<file path="src/rtl/rep_umul_array_pkg.sv">
// Shared types and sizing helpers for the windowed unary multiplier array.
package rep_umul_array_pkg;

  typedef enum logic [1:0] {
    IDLE = 2'd0,
    RUN  = 2'd1,
    DONE = 2'd2
  } state_t;

  localparam int DEF_BITWIDTH = 8;

  function automatic int win_len(input int bw);
    return 1 << bw;
  endfunction

  // One extra bit so a full window of ones (bipolar) does not wrap
  function automatic int cnt_width(input int bw);
    return bw + 1;
  endfunction

  localparam int WIN_LEN = win_len(DEF_BITWIDTH);
  localparam int CNT_W   = cnt_width(DEF_BITWIDTH);

endpackage

</file>
<file path="src/rtl/rep_umul_array_sobolrng.sv">
// First-dimension Sobol generator: each step flips the direction-vector bit
// selected by the least-significant zero of the step index.
module sobolrng #(
  parameter int BITWIDTH = 8
) (
  input  logic                iClk,
  input  logic                iRstN,
  input  logic                iEn,
  input  logic                iClr,
  output logic [BITWIDTH-1:0] sobolseq
);

  logic [BITWIDTH-1:0] idx;
  logic [BITWIDTH-1:0] lz;
  logic [BITWIDTH-1:0] vec;

  // one-hot of the lowest zero bit; all-ones index yields zero
  assign lz = ~idx & (idx + BITWIDTH'(1));

  for (genvar i = 0; i < BITWIDTH; i++) begin : g_vec
    assign vec[i] = lz[BITWIDTH-1-i];
  end

  always_ff @(posedge iClk or negedge iRstN) begin
    if (!iRstN) begin
      idx      <= '0;
      sobolseq <= '0;
    end else if (iClr) begin
      idx      <= '0;
      sobolseq <= '0;
    end else if (iEn) begin
      idx      <= idx + BITWIDTH'(1);
      sobolseq <= sobolseq ^ vec;
    end
  end

endmodule

</file>
<file path="src/rtl/rep_umul_array.sv">
// Multi-lane windowed unary multiplier sharing one Sobol RNG.
// Optional bipolar (XNOR) mode enabled by defining REP_UMUL_BIPOLAR_EN.
module rep_umul_array
  import rep_umul_array_pkg::*;
#(
  parameter int BITWIDTH = 8,
  parameter int CHANNELS = 4
) (
  input  logic                                iClk,
  input  logic                                iRstN,
  input  logic [CHANNELS-1:0]                 iA,
  input  logic [CHANNELS*BITWIDTH-1:0]        iB,
  input  logic                                iLoadB,
  input  logic                                iStart,
  input  logic                                iEn,
`ifdef REP_UMUL_BIPOLAR_EN
  input  logic                                iBipolar,
`endif
  output logic [CHANNELS-1:0]                 oMult,
  output logic [CHANNELS*(BITWIDTH+1)-1:0]    oCnt,
  output logic                                oBusy,
  output logic                                oDone
);

  localparam int CW  = cnt_width(BITWIDTH);
  localparam int WIN = win_len(BITWIDTH);

  state_t                             state;
  logic [CW-1:0]                      cyc;
  logic [CHANNELS-1:0][BITWIDTH-1:0]  bbuf;
  logic [CHANNELS-1:0][CW-1:0]        cnt;
  logic [CHANNELS-1:0]                p;
  logic [BITWIDTH-1:0]                seq;
  logic                               start;
  logic                               adv;
`ifdef REP_UMUL_BIPOLAR_EN
  logic                               bip;
`endif

  assign start = (state != RUN) && iStart;
  assign adv   = (state == RUN) && iEn;
  assign oCnt  = cnt;

  sobolrng #(.BITWIDTH(BITWIDTH)) u_rng (
    .iClk     (iClk),
    .iRstN    (iRstN),
    .iEn      (adv),
    .iClr     (start),
    .sobolseq (seq)
  );

  for (genvar k = 0; k < CHANNELS; k++) begin : g_lane
    logic gt;
    assign gt = bbuf[k] > seq;
`ifdef REP_UMUL_BIPOLAR_EN
    assign p[k] = bip ? ~(iA[k] ^ gt) : (iA[k] & gt);
`else
    assign p[k] = iA[k] & gt;
`endif
  end

  always_ff @(posedge iClk or negedge iRstN) begin
    if (!iRstN) begin
      state <= IDLE;
      cyc   <= '0;
      bbuf  <= '0;
      cnt   <= '0;
      oMult <= '0;
      oBusy <= 1'b0;
      oDone <= 1'b0;
`ifdef REP_UMUL_BIPOLAR_EN
      bip   <= 1'b0;
`endif
    end else begin
      oDone <= 1'b0;
      // weights are frozen for the whole window
      if (state != RUN && iLoadB) bbuf <= iB;
      case (state)
        IDLE, DONE: begin
          if (iStart) begin
            state <= RUN;
            cyc   <= '0;
            cnt   <= '0;
            oMult <= '0;
            oBusy <= 1'b1;
`ifdef REP_UMUL_BIPOLAR_EN
            bip   <= iBipolar;
`endif
          end
        end
        RUN: begin
          if (iEn) begin
            cyc <= cyc + CW'(1);
            for (int k = 0; k < CHANNELS; k++) cnt[k] <= cnt[k] + CW'(p[k]);
            if (cyc == CW'(WIN - 1)) begin
              state <= DONE;
              oDone <= 1'b1;
              oBusy <= 1'b0;
              oMult <= '0;
            end else begin
              oMult <= p;
            end
          end
        end
        default: state <= IDLE;
      endcase
    end
  end

endmodule

</file>
<file path="config.mk">
export PLATFORM = sky130hd
export DESIGN_NAME = rep_umul_array
export DESIGN_NICKNAME = d
export VERILOG_FILES = /design/src/rtl/rep_umul_array_pkg.sv /design/src/rtl/rep_umul_array_sobolrng.sv /design/src/rtl/rep_umul_array.sv
export SDC_FILE = /design/constraint.sdc
export NUM_CORES = 1
export LEC_CHECK = 0
export CAP_MARGIN = 20
export CORE_MARGIN = 1
export CORE_UTILIZATION = 49
export DETAILED_ROUTE_END_ITERATION = 8
export GPL_TIMING_DRIVEN = 0
export PLACE_DENSITY_LB_ADDON = 0.3
export SYNTH_ARGS = -nofsm -noshare
export SYNTH_HDL_FRONTEND = slang
export SYNTH_HIERARCHICAL = 1
export SYNTH_SLANG_ARGS = --single-unit
</file>
<file path="constraint.sdc">
create_clock -name iClk -period 2.53 [get_ports iClk]
set_clock_uncertainty 0.2 [all_clocks]
set_input_delay 0.3795 -clock iClk [delete_from_list [all_inputs] [get_ports iClk]]
set_output_delay 0.3795 -clock iClk [all_outputs]
set_load 0.02 [all_outputs]
</file>
* Word level (Yosys, flattened, before mapping) *
Index checks and enable logic that the tools add are counted.

word-level totals
  input bits = 41
  bits in writable memories = 0
  output and inout port bits = 42
  bits in registers = 101
  memory bits (read-only) = 0
  logic and storage cells = 74
  latch bits = 0
  memories kept = 0

cells by class
  divide/modulo/power cells = 0
  add/subtract/negate cells = 6
  reductions and logical operators = 10
  bitwise gates (word level) = 7
  multipliers = 0
  multiplexer cells = 25
  shift-type cells = 0
  eq/ne operators = 7
  order comparisons = 4

operators with widths
  kind                                            number
  two-way mux 36 bit                              2
  one-hot mux 36 bit (2 select lines)             1
  adder 9 x 1 -> 9 bit                            4
  greater-than comparator 8 bit                   4
  two-way mux 8 bit                               4
  two-way mux 9 bit                               2
  one-hot mux 9 bit (2 select lines)              1
  two-way mux 4 bit                               3
  adder 9 x 1 -> 9 bit (second input constant)    1
  == test 9 x 8 -> 1 bit (second input constant)  1
  adder 8 x 1 -> 8 bit (second input constant)    1
  AND 8 bit                                       1
  inverter 8 bit                                  1
  one-hot mux 4 bit (2 select lines)              1
  XOR 8 bit                                       1
  two-way mux 1 bit                               6
  two-way mux 2 bit                               3
  AND reduction 3 bit                             2
  AND 1 bit                                       4
  != test 2 x 1 -> 1 bit (second input constant)  2
  != test 2 bit (second input constant)           2
  one-hot mux 2 bit (2 select lines)              1
  AND reduction 4 bit                             1
  nonzero test 2 bit                              2
  6 further kinds                                 8

* Depth between registers and ports, before layout *
Gate-level depths: netlist of the first run.

  depth in word-level cells = 5
  gate-level depth with buffers = 12
  gate-level depth less buffers = 12

* Modules after synthesis *
The synthesis of the first run kept the hierarchy.

modules (own cells, without submodules)
  module          area an instance (µm²)  instances  sequential area each (µm²)  cells each
  rep_umul_array  4,430.5                 1          2,127.0                     407
  sobolrng        958.4                   1          400.4                       85

* Least setup slack after synthesis of the first run *
OpenSTA, ideal clock, no wires.

  kind = register to register
  start point = reg u_rng.sobolseq[7]
  end point = reg cnt (netlist bit oCnt[15])
  setup time = 0.121 ns
  arrival time = 2.095 ns
  stages on the path, launching flop included = 13
  clock period less this slack = 2.416 ns
  path slack = 0.114 ns
  path buffers = 0
  cell sequence = dfrtp_1 > inv_1 > ha_1 > and4_1 > nand2_1 > and3_1 > a41o_1 > ha_1 > nand2_1 > nor3_1 > and3_1 > xnor2_1 > nor2_1

between the ends
  word-level cells in the longest chain between the ends = 5

RTL lines
  item                                 RTL line                       text
  start: declaration                   rep_umul_array_sobolrng.sv:10  output logic [BITWIDTH-1:0] sobolseq
  start signal: assignment             rep_umul_array_sobolrng.sv:33  sobolseq <= sobolseq ^ vec;
  greater-than comparator 8 bit        rep_umul_array.sv:54           assign gt = bbuf[k] > seq;
  AND 1 bit                            rep_umul_array.sv:58           assign p[k] = iA[k] & gt;
  adder 9 x 1 -> 9 bit                 rep_umul_array.sv:94           for (int k = 0; k < CHANNELS; k++) cnt[k] <= cnt[k] + CW'(p[k]);
  two-way mux 36 bit                   rep_umul_array.sv:92           if (iEn) begin
  one-hot mux 36 bit (2 select lines)  rep_umul_array.sv:78           case (state)
  end signal: assignment               rep_umul_array.sv:67           cnt <= '0;
  end signal: assignment               rep_umul_array.sv:83           cnt <= '0;
  end: declaration                     rep_umul_array.sv:31           logic [CHANNELS-1:0][CW-1:0] cnt;

Every way passes these cells. The select of a mux whose other input is x is not followed.
A chain may end at the register's enable or synchronous reset.

* Final worst setup path of the first run *
  start point = reg u_rng.sobolseq[5]
  end point = reg cnt (netlist bit oCnt[17])

Same word-level chain as after synthesis.

==> results of run 1 <==
-- placed cells by master, fill, tap and decap left out, drive strengths merged --
master           n
ha              50
or3              5
o211a            3
o211ai           1
nor3             2
and3             8
nand2b           5
dfrtp          101
xnor2            8
xor2            25
buf             41
o2111ai          1
nand3b           8
clkbuf          10
a41o             1
a21bo            7
and4             2
clkinvlp         1
nor4             1
o21ai           17
a22o             8
a21oi           29
nand4           15
nor2            47
dlygate4sd3      1
nand2           38
clkdlybuf4s50   81
nor2b            5
mux2            36
nand3           14
and2             1
o31ai            1
a211oi           9
clkinv           3
inv             32
-- worst max path at each step --
| stage | start | to | slack [ns] | depth (start not counted) |
|---|---|---|---|---|
| 2_1_floorplan | u_rng/sobolseq[7]$_DFFE_PN0P_ | oCnt[15]$_DFFE_PN0P_ | 0.11 | 12 |
| 3_3_place_gp | iRstN | oCnt[32]$_DFFE_PN0P_ | -2.93 | 1 |
| 3_5_place_dp | u_rng/sobolseq[7]$_DFFE_PN0P_ | oCnt[15]$_DFFE_PN0P_ | -0.33 | 12 |
| 4_1_cts | u_rng/sobolseq[2]$_DFFE_PN0P_ | oCnt[15]$_DFFE_PN0P_ | -0.02 | 12 |
| 5_1_grt | u_rng/sobolseq[7]$_DFFE_PN0P_ | oCnt[15]$_DFFE_PN0P_ | -0.16 | 12 |
| 6_report | u_rng/sobolseq[5]$_DFFE_PN0P_ | oCnt[17]$_DFFE_PN0P_ | -0.07 | 12 |
-- metrics by stage --
stage	utilization (%)	instance area (sq um)	power (mW)	setup WS, ns	hold WS (ns)
2_1_floorplan	-	5389	4.428	0.1141	-0.1161
4_1_cts	64.03	6729	6.653	-0.02090	0.2858
6_report	67.81	7126	7.460	-0.06870	0.2796
3_5_place_dp	60.95	6405	5.371	-0.3313	0.1621
3_3_place_gp	60.71	6380	5.159	-2.934	0.2600
5_1_grt	67.81	7126	7.978	-0.1640	0.3098
-- power breakdown --
part | internal, mW | switching [mW]
registers | 2.13 | 0.512
clock network | 0.373 | 0.611
logic | 2.03 | 1.80
total | 4.54 | 2.92
-- cells by family (layout without fill, tap and decap cells) --
| group | Yosys count | after routing | share of synthesized area (%) |
|---|---|---|---|
| AND/OR/NAND/NOR | 151 | 151 | 14.09 |
| flip-flops | 101 | 101 | 46.90 |
| AO/OA/AOI/OAI | 77 | 77 | 10.45 |
| adder cells (fa/ha/maj) | 50 | 50 | 11.61 |
| buffers and inverters | 44 | 169 | 4.063 |
| multiplexers | 36 | 36 | 7.523 |
| XOR/XNOR | 33 | 33 | 5.363 |
-- routing by layer --
layer,vias to the layer above,share of wire (%)
met1,2002,43
met3,9,4.9
li1,1950,-
met5,-,0
met4,0,1.0
met2,106,52
-- layout make-up --
cell class                      count  area, sq um
Buffer                             15        108.9
Clock buffer                        9        123.9
Clock inverter                      7        55.05
Fill cell                         774         3383
Inverter                           29        117.6
Multi-Input combinational cell    347         2978
Sequential cell                   101         2529
Tap cell                          136        170.2
Timing Repair Buffer              109         1044
-- flip-flops by register name, indices dropped and copies added, names as in the netlist --
| name | cells |
|---|---|
| u_rng/idx | 8 |
| bbuf | 32 |
| oDone | 1 |
| cyc | 9 |
| oBusy | 1 |
| u_rng/sobolseq | 8 |
| oCnt | 36 |
| state | 2 |
| oMult | 4 |
-- timing repair --
item | in CTS | in global routing
buffers inserted | 8 | 17
pin swaps | 6 | 26
endpoints found under the setup margin | 20 | 24
hold buffers | 1 | 0
endpoints found under the hold margin | 31 | 0
gates resized for setup | 25 | 41
==> insert_results.sql, run 1 <==
INSERT INTO impl_metrics (metric_group, metric, value, unit) VALUES
('outcome', 'run_status', 'complete, but fails checks', ''),
('outcome', 'failing_checks', 'negative setup slack', ''),
('synth', 'synthesized_nets', '583', ''),
('worst_setup_path', 'cpPeakStageDelay', '0.42', 'ns'),
('global_route', 'met1_usage', '28.30', '%'),
('clock_tree', 'cts-htree-levels', '3', ''),
('sta', 'tightestPinTransition', '0.5419', 'ns'),
('route', 'antenna_violating_nets_post_route', '0', ''),
('worst_setup_path', 'worstPathRequired', '2.60', 'ns'),
('route', 'routedWlPerCell', '17.29', 'microns'),
('worst_setup_path', 'crit_reg_reg_startpoint', 'u_rng/sobolseq[5]$_DFFE_PN0P_', ''),
('cells_and_area', 'nets', '703', ''),
('floorplanning', 'core.rowCount', '37', ''),
('route', 'drt-vias-per-instance', '5.401', ''),
('synth', 'ys_seq_area_share', '46.90', '%'),
('route', 'route.detailed.drc', '0', ''),
('global_route', 'gr-usage-met3', '5.775', '%'),
('synth', 'yosys-top-cells-count', '101 x sky130_fd_sc_hd__dfrtp_1, 50 x sky130_fd_sc_hd__ha_1, 46 x sky130_fd_sc_hd__nor2_1', ''),
('worst_setup_path', 'worstSetupStartpointType', 'flip-flop', ''),
('floorplanning', 'fp.coreArea', '10510', 'sq um'),
('synth', 'synth_largest_area_cell', 'sky130_fd_sc_hd__dfrtp_1', ''),
('synth', 'yosysMostFrequentCell', 'sky130_fd_sc_hd__dfrtp_1', ''),
('global_route', 'grt_antenna_before_repair', '0', ''),
('synth', 'postSynth.asyncResetShare', '100.0', '%'),
('pwr', 'p_leak', '3.142', 'nW'),
('synth', 'syn_inst', '492', ''),
('sta', 'rsz_0062_raised_after_global_routing', 'yes', ''),
('synth', 'synth.yosys.warnings', '6', ''),
('floorplanning', 'top_level_ports', '83', ''),
('place', 'detail_placement_hpwl', '8.806', 'mm'),
('synth', 'synthesis.area_per_instance', '10.95', 'sq um'),
('floorplanning', 'floorplan.die.width', '106.9', 'microns'),
('clock_tree', 'clock_latency', '0.37', 'ns'),
('worst_setup_path', 'worstReg2RegEnd', 'oCnt[17]$_DFFE_PN0P_', ''),
('global_route', 'grt_pass1_vias', '4206', ''),
('route', 'detailedRoute.firstIterationViolations', '149', ''),
('synth', 'synth_cell_type_count', '43', ''),
('route', 'totalWireLength', '13.02', 'mm'),
('sta', 'drv_slew', '0', ''),
('worst_setup_path', 'reg2reg_depth', '12', ''),
('global_route', 'grt_first_pass_wirelength', '20.07', 'mm'),
('sta', 'fmax', '384.8', 'MHz'),
('sta', 'slew_headroom', '63.80', '%'),
('worst_setup_path', 'worst_ep_arrival_time', '2.67', 'ns'),
('synth', 'yosysTopAreaCellShare', '46.90', '%'),
('clock_tree', 'clock_tree_root', 'sky130_fd_sc_hd__clkbuf_8', ''),
('clock_tree', 'max-clock-path-buffers', '2', ''),
('sta', 'postLayoutSetupSlackWorst', '-0.06870', 'ns'),
('floorplanning', 'initial_utilization', '51.28', '%'),
('pwr', 'cellPowerDensity', '1047', 'nW/um^2'),
('place', 'placed_cells_incl_taps', '711', ''),
('synth', 'synthTopCellsByArea', 'sky130_fd_sc_hd__dfrtp_1 47%, sky130_fd_sc_hd__ha_1 12%, sky130_fd_sc_hd__mux2_2 7.3%, sky130_fd_sc_hd__xor2_1 4.1%, sky130_fd_sc_hd__nor2_1 3.2%', ''),
('sta', 'layout_min_cycle_time', '2.599', 'ns'),
('floorplanning', 'floorplan.die_area', '11420', 'sq um'),
('sta', 'finalCritPeriodShare', '102.7', '%'),
('global_route', 'grt_max_degree', '71', ''),
('clock_tree', 'cts.clk_slew.worst_paths', '0.12', 'ns'),
('cells_and_area', 'final_standard_cell_count_with_taps_included_and_fillers_excluded', '753', ''),
('cells_and_area', 'post_route_cells_drive_above_1_share', '26.74', '%'),
('worst_hold_path', 'hp-class', 'in -> async', ''),
('synth', 'synthFlopType', 'sky130_fd_sc_hd__dfrtp_1', ''),
('worst_setup_path', 'critPathTopFamily', 'simple AND/OR/NAND/NOR gates', ''),
('sta', 'report.final.setup_viol', '4', ''),
('pwr', 'power.ir.vdd_worst', '0.5623', 'mV'),
('worst_setup_path', 'worst_path_most_repeated_cell', 'sky130_fd_sc_hd__buf_4', ''),
('global_route', 'grt-ovfl-total', '0', ''),
('route', 'drt-pass1-iter-count', '4', ''),
('sta', 'fin_setup_tns', '-0.1564', 'ns'),
('cells_and_area', 'flow.area_growth_from_synthesis', '32.23', '%'),
('worst_setup_path', 'critical_path_cell_list', 'inv_4 -> ha_4 -> and4_4 -> nand2_2 -> and3_1 -> a41o_1 -> ha_2 -> buf_4 -> buf_4 -> nand4_1 -> xor2_1 -> nor2_1', ''),
('global_route', 'met2_usage', '38.94', '%');
Power figures use the tool's default switching activity.
==> inputs of run 2 (changes only) <==
clock period = 2.18 ns   (was 2.53 ns; I/O delays follow)
==> run 2 against run 1 <==
Compared with the run above:
- total power increased by 23%
- worst setup slack worse by 0.28 ns
- the run still ends with negative setup slack left
- design area increased by 4.8%
- combinational power rose by 22%
- largest cell class unchanged
- flip-flop and latch count unchanged
- via count up 1.3%
- critical path type unchanged
- non-clock buffer count stayed put
==> insert_results.sql, run 2 (synthesis results as in run 1) <==
INSERT INTO impl_metrics (metric_group, metric, value, unit) VALUES
('clock_tree', 'cts-htree-levels', '3', ''),
('global_route', 'grt_first_pass_wirelength', '21.60', 'mm'),
('worst_hold_path', 'hp-class', 'in -> async', ''),
('sta', 'final.hold.worst_slack', '0.2638', 'ns'),
('sta', 'postLayoutSetupSlackWorst', '-0.3510', 'ns'),
('route', 'route.detailed.drc', '0', ''),
('worst_setup_path', 'worst-setup-path-type', 'reg -> reg', ''),
('global_route', 'grt-busiest-layer', 'met2', ''),
('pwr', 'total_power', '9.148', 'mW'),
('worst_setup_path', 'worstPathRequired', '2.24', 'ns'),
('worst_setup_path', 'critical_path_cell_list', 'ha_1 -> and4_1 -> nand2_1 -> and3_1 -> a41o_2 -> ha_4 -> nand2_4 -> nor3_4 -> and3_4 -> xnor2_1 -> nor2_1', ''),
('route', 'dr_total_vias', '4118', ''),
('global_route', 'gr-usage-met3', '4.863', '%'),
('cells_and_area', 'flow.area_growth_from_synthesis', '38.59', '%'),
('sta', 'report.final.setup_viol', '36', ''),
('global_route', 'met2_usage', '40.05', '%'),
('clock_tree', 'clock_tree_root', 'sky130_fd_sc_hd__clkbuf_8', ''),
('global_route', 'met1_usage', '32.11', '%'),
('place', 'place_congestion', '0.8139', ''),
('worst_setup_path', 'path_max_fanout', '6', ''),
('global_route', 'grt_util_all_layers', '24.37', '%'),
('sta', 'hold_violations', '0', ''),
('outcome', 'run_status', 'complete, but fails checks', ''),
('route', 'totalWireLength', '13.02', 'mm'),
('sta', 'layout_min_cycle_time', '2.531', 'ns'),
('sta', 'drv_slew', '0', ''),
('cells_and_area', 'layout_common_cells', '101 x sky130_fd_sc_hd__dfrtp_1, 81 x sky130_fd_sc_hd__clkdlybuf4s50_1, 44 x sky130_fd_sc_hd__nor2_1', ''),
('cells_and_area', 'nets', '703', ''),
('place', 'place_ws', '-0.4930', 'ns'),
('worst_setup_path', 'cpPeakStageDelay', '0.48', 'ns'),
('clock_tree', 'number_of_clock_sinks_seen_by_cts', '101', ''),
('floorplanning', 'fp.coreArea', '10510', 'sq um'),
('clock_tree', 'cts.clk_slew.worst_paths', '0.10', 'ns'),
('floorplanning', 'top_level_ports', '83', ''),
('clock_tree', 'max-clock-path-buffers', '2', ''),
('global_route', 'grt_antenna_before_repair', '0', ''),
('worst_setup_path', 'critical_path.endpoint_type', 'flip-flop', ''),
('sta', 'fmax', '395.1', 'MHz'),
('worst_setup_path', 'critical-path-slowest-cell', 'sky130_fd_sc_hd__dfrtp_1', ''),
('route', 'drt-pass1-iter-count', '5', ''),
('floorplanning', 'floorplan.die.width', '106.9', 'microns'),
('clock_tree', 'numCtsBuffers', '9', ''),
('worst_setup_path', 'worst_ep_arrival_time', '2.59', 'ns'),
('place', 'detail_placement_hpwl', '8.480', 'mm'),
('worst_setup_path', 'critPathBufInv', '0', ''),
('route', 'antenna_violating_nets_post_route', '0', ''),
('pwr', 'power.ir.vdd_worst', '0.7611', 'mV'),
('cells_and_area', 'antennaDiodeCount', '0', ''),
('place', 'io_buffers', '82', ''),
('route', 'detailedRoute.firstIterationViolations', '201', ''),
('route', 'drt-vias-per-instance', '5.476', ''),
('sta', 'slew_headroom', '64.79', '%'),
('sta', 'tightestPinTransition', '0.5271', 'ns'),
('floorplanning', 'initial_utilization', '51.28', '%'),
('worst_setup_path', 'worstSetupStartpointType', 'flip-flop', ''),
('pwr', 'p_leak', '3.204', 'nW'),
('route', 'routedWlPerCell', '17.31', 'microns'),
('floorplanning', 'core.rowCount', '37', ''),
('cells_and_area', 'layout.cells.most_common', 'sky130_fd_sc_hd__dfrtp_1', ''),
('sta', 'finalCritPeriodShare', '116.1', '%'),
('global_route', 'grt-ovfl-total', '0', ''),
('clock_tree', 'clock_latency', '0.36', 'ns'),
('job', 'maximum_capacitance_violations', '0', ''),
('global_route', 'grt_max_degree', '69', ''),
('cells_and_area', 'post_route_cells_drive_above_1_share', '31.98', '%'),
('sta', 'fin_setup_tns', '-7.692', 'ns'),
('global_route', 'grt_pass1_vias', '4432', ''),
('cells_and_area', 'largest_reg_flops', '36', ''),
('floorplanning', 'floorplan.die_area', '11420', 'sq um'),
('sta', 'rsz_0062_raised_after_global_routing', 'yes', ''),
('worst_setup_path', 'critPathTopFamily', 'simple AND/OR/NAND/NOR gates', ''),
('outcome', 'failing_checks', 'negative setup slack', ''),
('pwr', 'cellPowerDensity', '1225', 'nW/um^2'),
('clock_tree', 'cts_tree', 'done', ''),
('floorplanning', 'die_h', '106.9', 'microns');
run 2: cell types whose count changed in the layout (fill, tap and decap cells not counted), sizes merged:
| cell | delta |
|---|---|
| inv | -4 |
| clkinv | -1 |
| bufinv | +2 |
| clkbuf | +2 |
run 2: repair_timing:
action | CTS | global route
pin swaps | 33 | 25
buffers inserted | 21 | 5
hold buffers | 1 | 0
setup endpoints to repair | 36 | 46
resized for setup | 83 | 22
hold endpoints to repair | 33 | 0
cloned | 0 | 0
run 2: worst paths after layout:
| path | from | endpoint | slack [ns] | cells after the start |
|---|---|---|---|---|
| setup / recovery | u_rng/sobolseq[0]$_DFFE_PN0P_ | oCnt[15]$_DFFE_PN0P_ | -0.35 | 11 |
| hold / removal | iRstN | bbuf[19]$_DFFE_PN0P_ | 0.26 | 2 |
| setup reg to reg | u_rng/sobolseq[0]$_DFFE_PN0P_ | oCnt[15]$_DFFE_PN0P_ | -0.35 | 11 |
| hold reg to reg | cyc[8]$_DFFE_PN0P_ | cyc[8]$_DFFE_PN0P_ | 0.30 | 2 |
| max in group asynchronous | iRstN | u_rng/idx[2]$_DFFE_PN0P_ | 0.82 | 3 |
| min in group iClk | cyc[8]$_DFFE_PN0P_ | cyc[8]$_DFFE_PN0P_ | 0.30 | 2 |
run 2: worst reg2reg max path: cells and delay by family, from the launching register on:
kind            cells  cell delay (ns)
compound gates      1             0.29
fa+ha+maj           2             0.50
xor+xnor            1             0.15
flops               1             0.48
simple gates        7             0.80
run 2: metrics by stage:
stage / cell area (sq um) / utilization (%) / cells
finish: 7468 / 71.07 / 752
global route: 7468 / 71.07 / 752
CTS: 7332 / 69.77 / 748
detailed placement: 6497 / 61.83 / 711
global placement: 6472 / 61.59 / 710
floorplan: 5482 / - / 492
run 2: final cells by class:
class | count | area (sq um)
Multi-Input combinational cell | 347 | 3241
Tap cell | 136 | 170.2
Timing Repair Buffer | 109 | 1089
Clock buffer | 11 | 141.4
Fill cell | 730 | 3040
Clock inverter | 4 | 72.57
Sequential cell | 101 | 2527
Buffer | 15 | 110.1
Inverter | 29 | 117.6
run 2: per-layer routing:
metal / wire [microns] / share of wire [%]
met5: 0 / 0
met4: 221 / 1.7
met3: 527 / 4.0
met2: 6525 / 50
met1: 5744 / 44
run 2: where the power goes:
group | internal, mW | switching, mW | leakage (nW)
logic | 2.55 | 2.14 | 1.81
clock network | 0.671 | 0.647 | 0.105
registers | 2.47 | 0.670 | 1.29
==> inputs of run 3 (changes only) <==
HOLD_SLACK_MARGIN = 0.15   (was not set)
==> results of run 3 <==
Same layout as run 2: the final DEF is identical, and so are final timing and power.
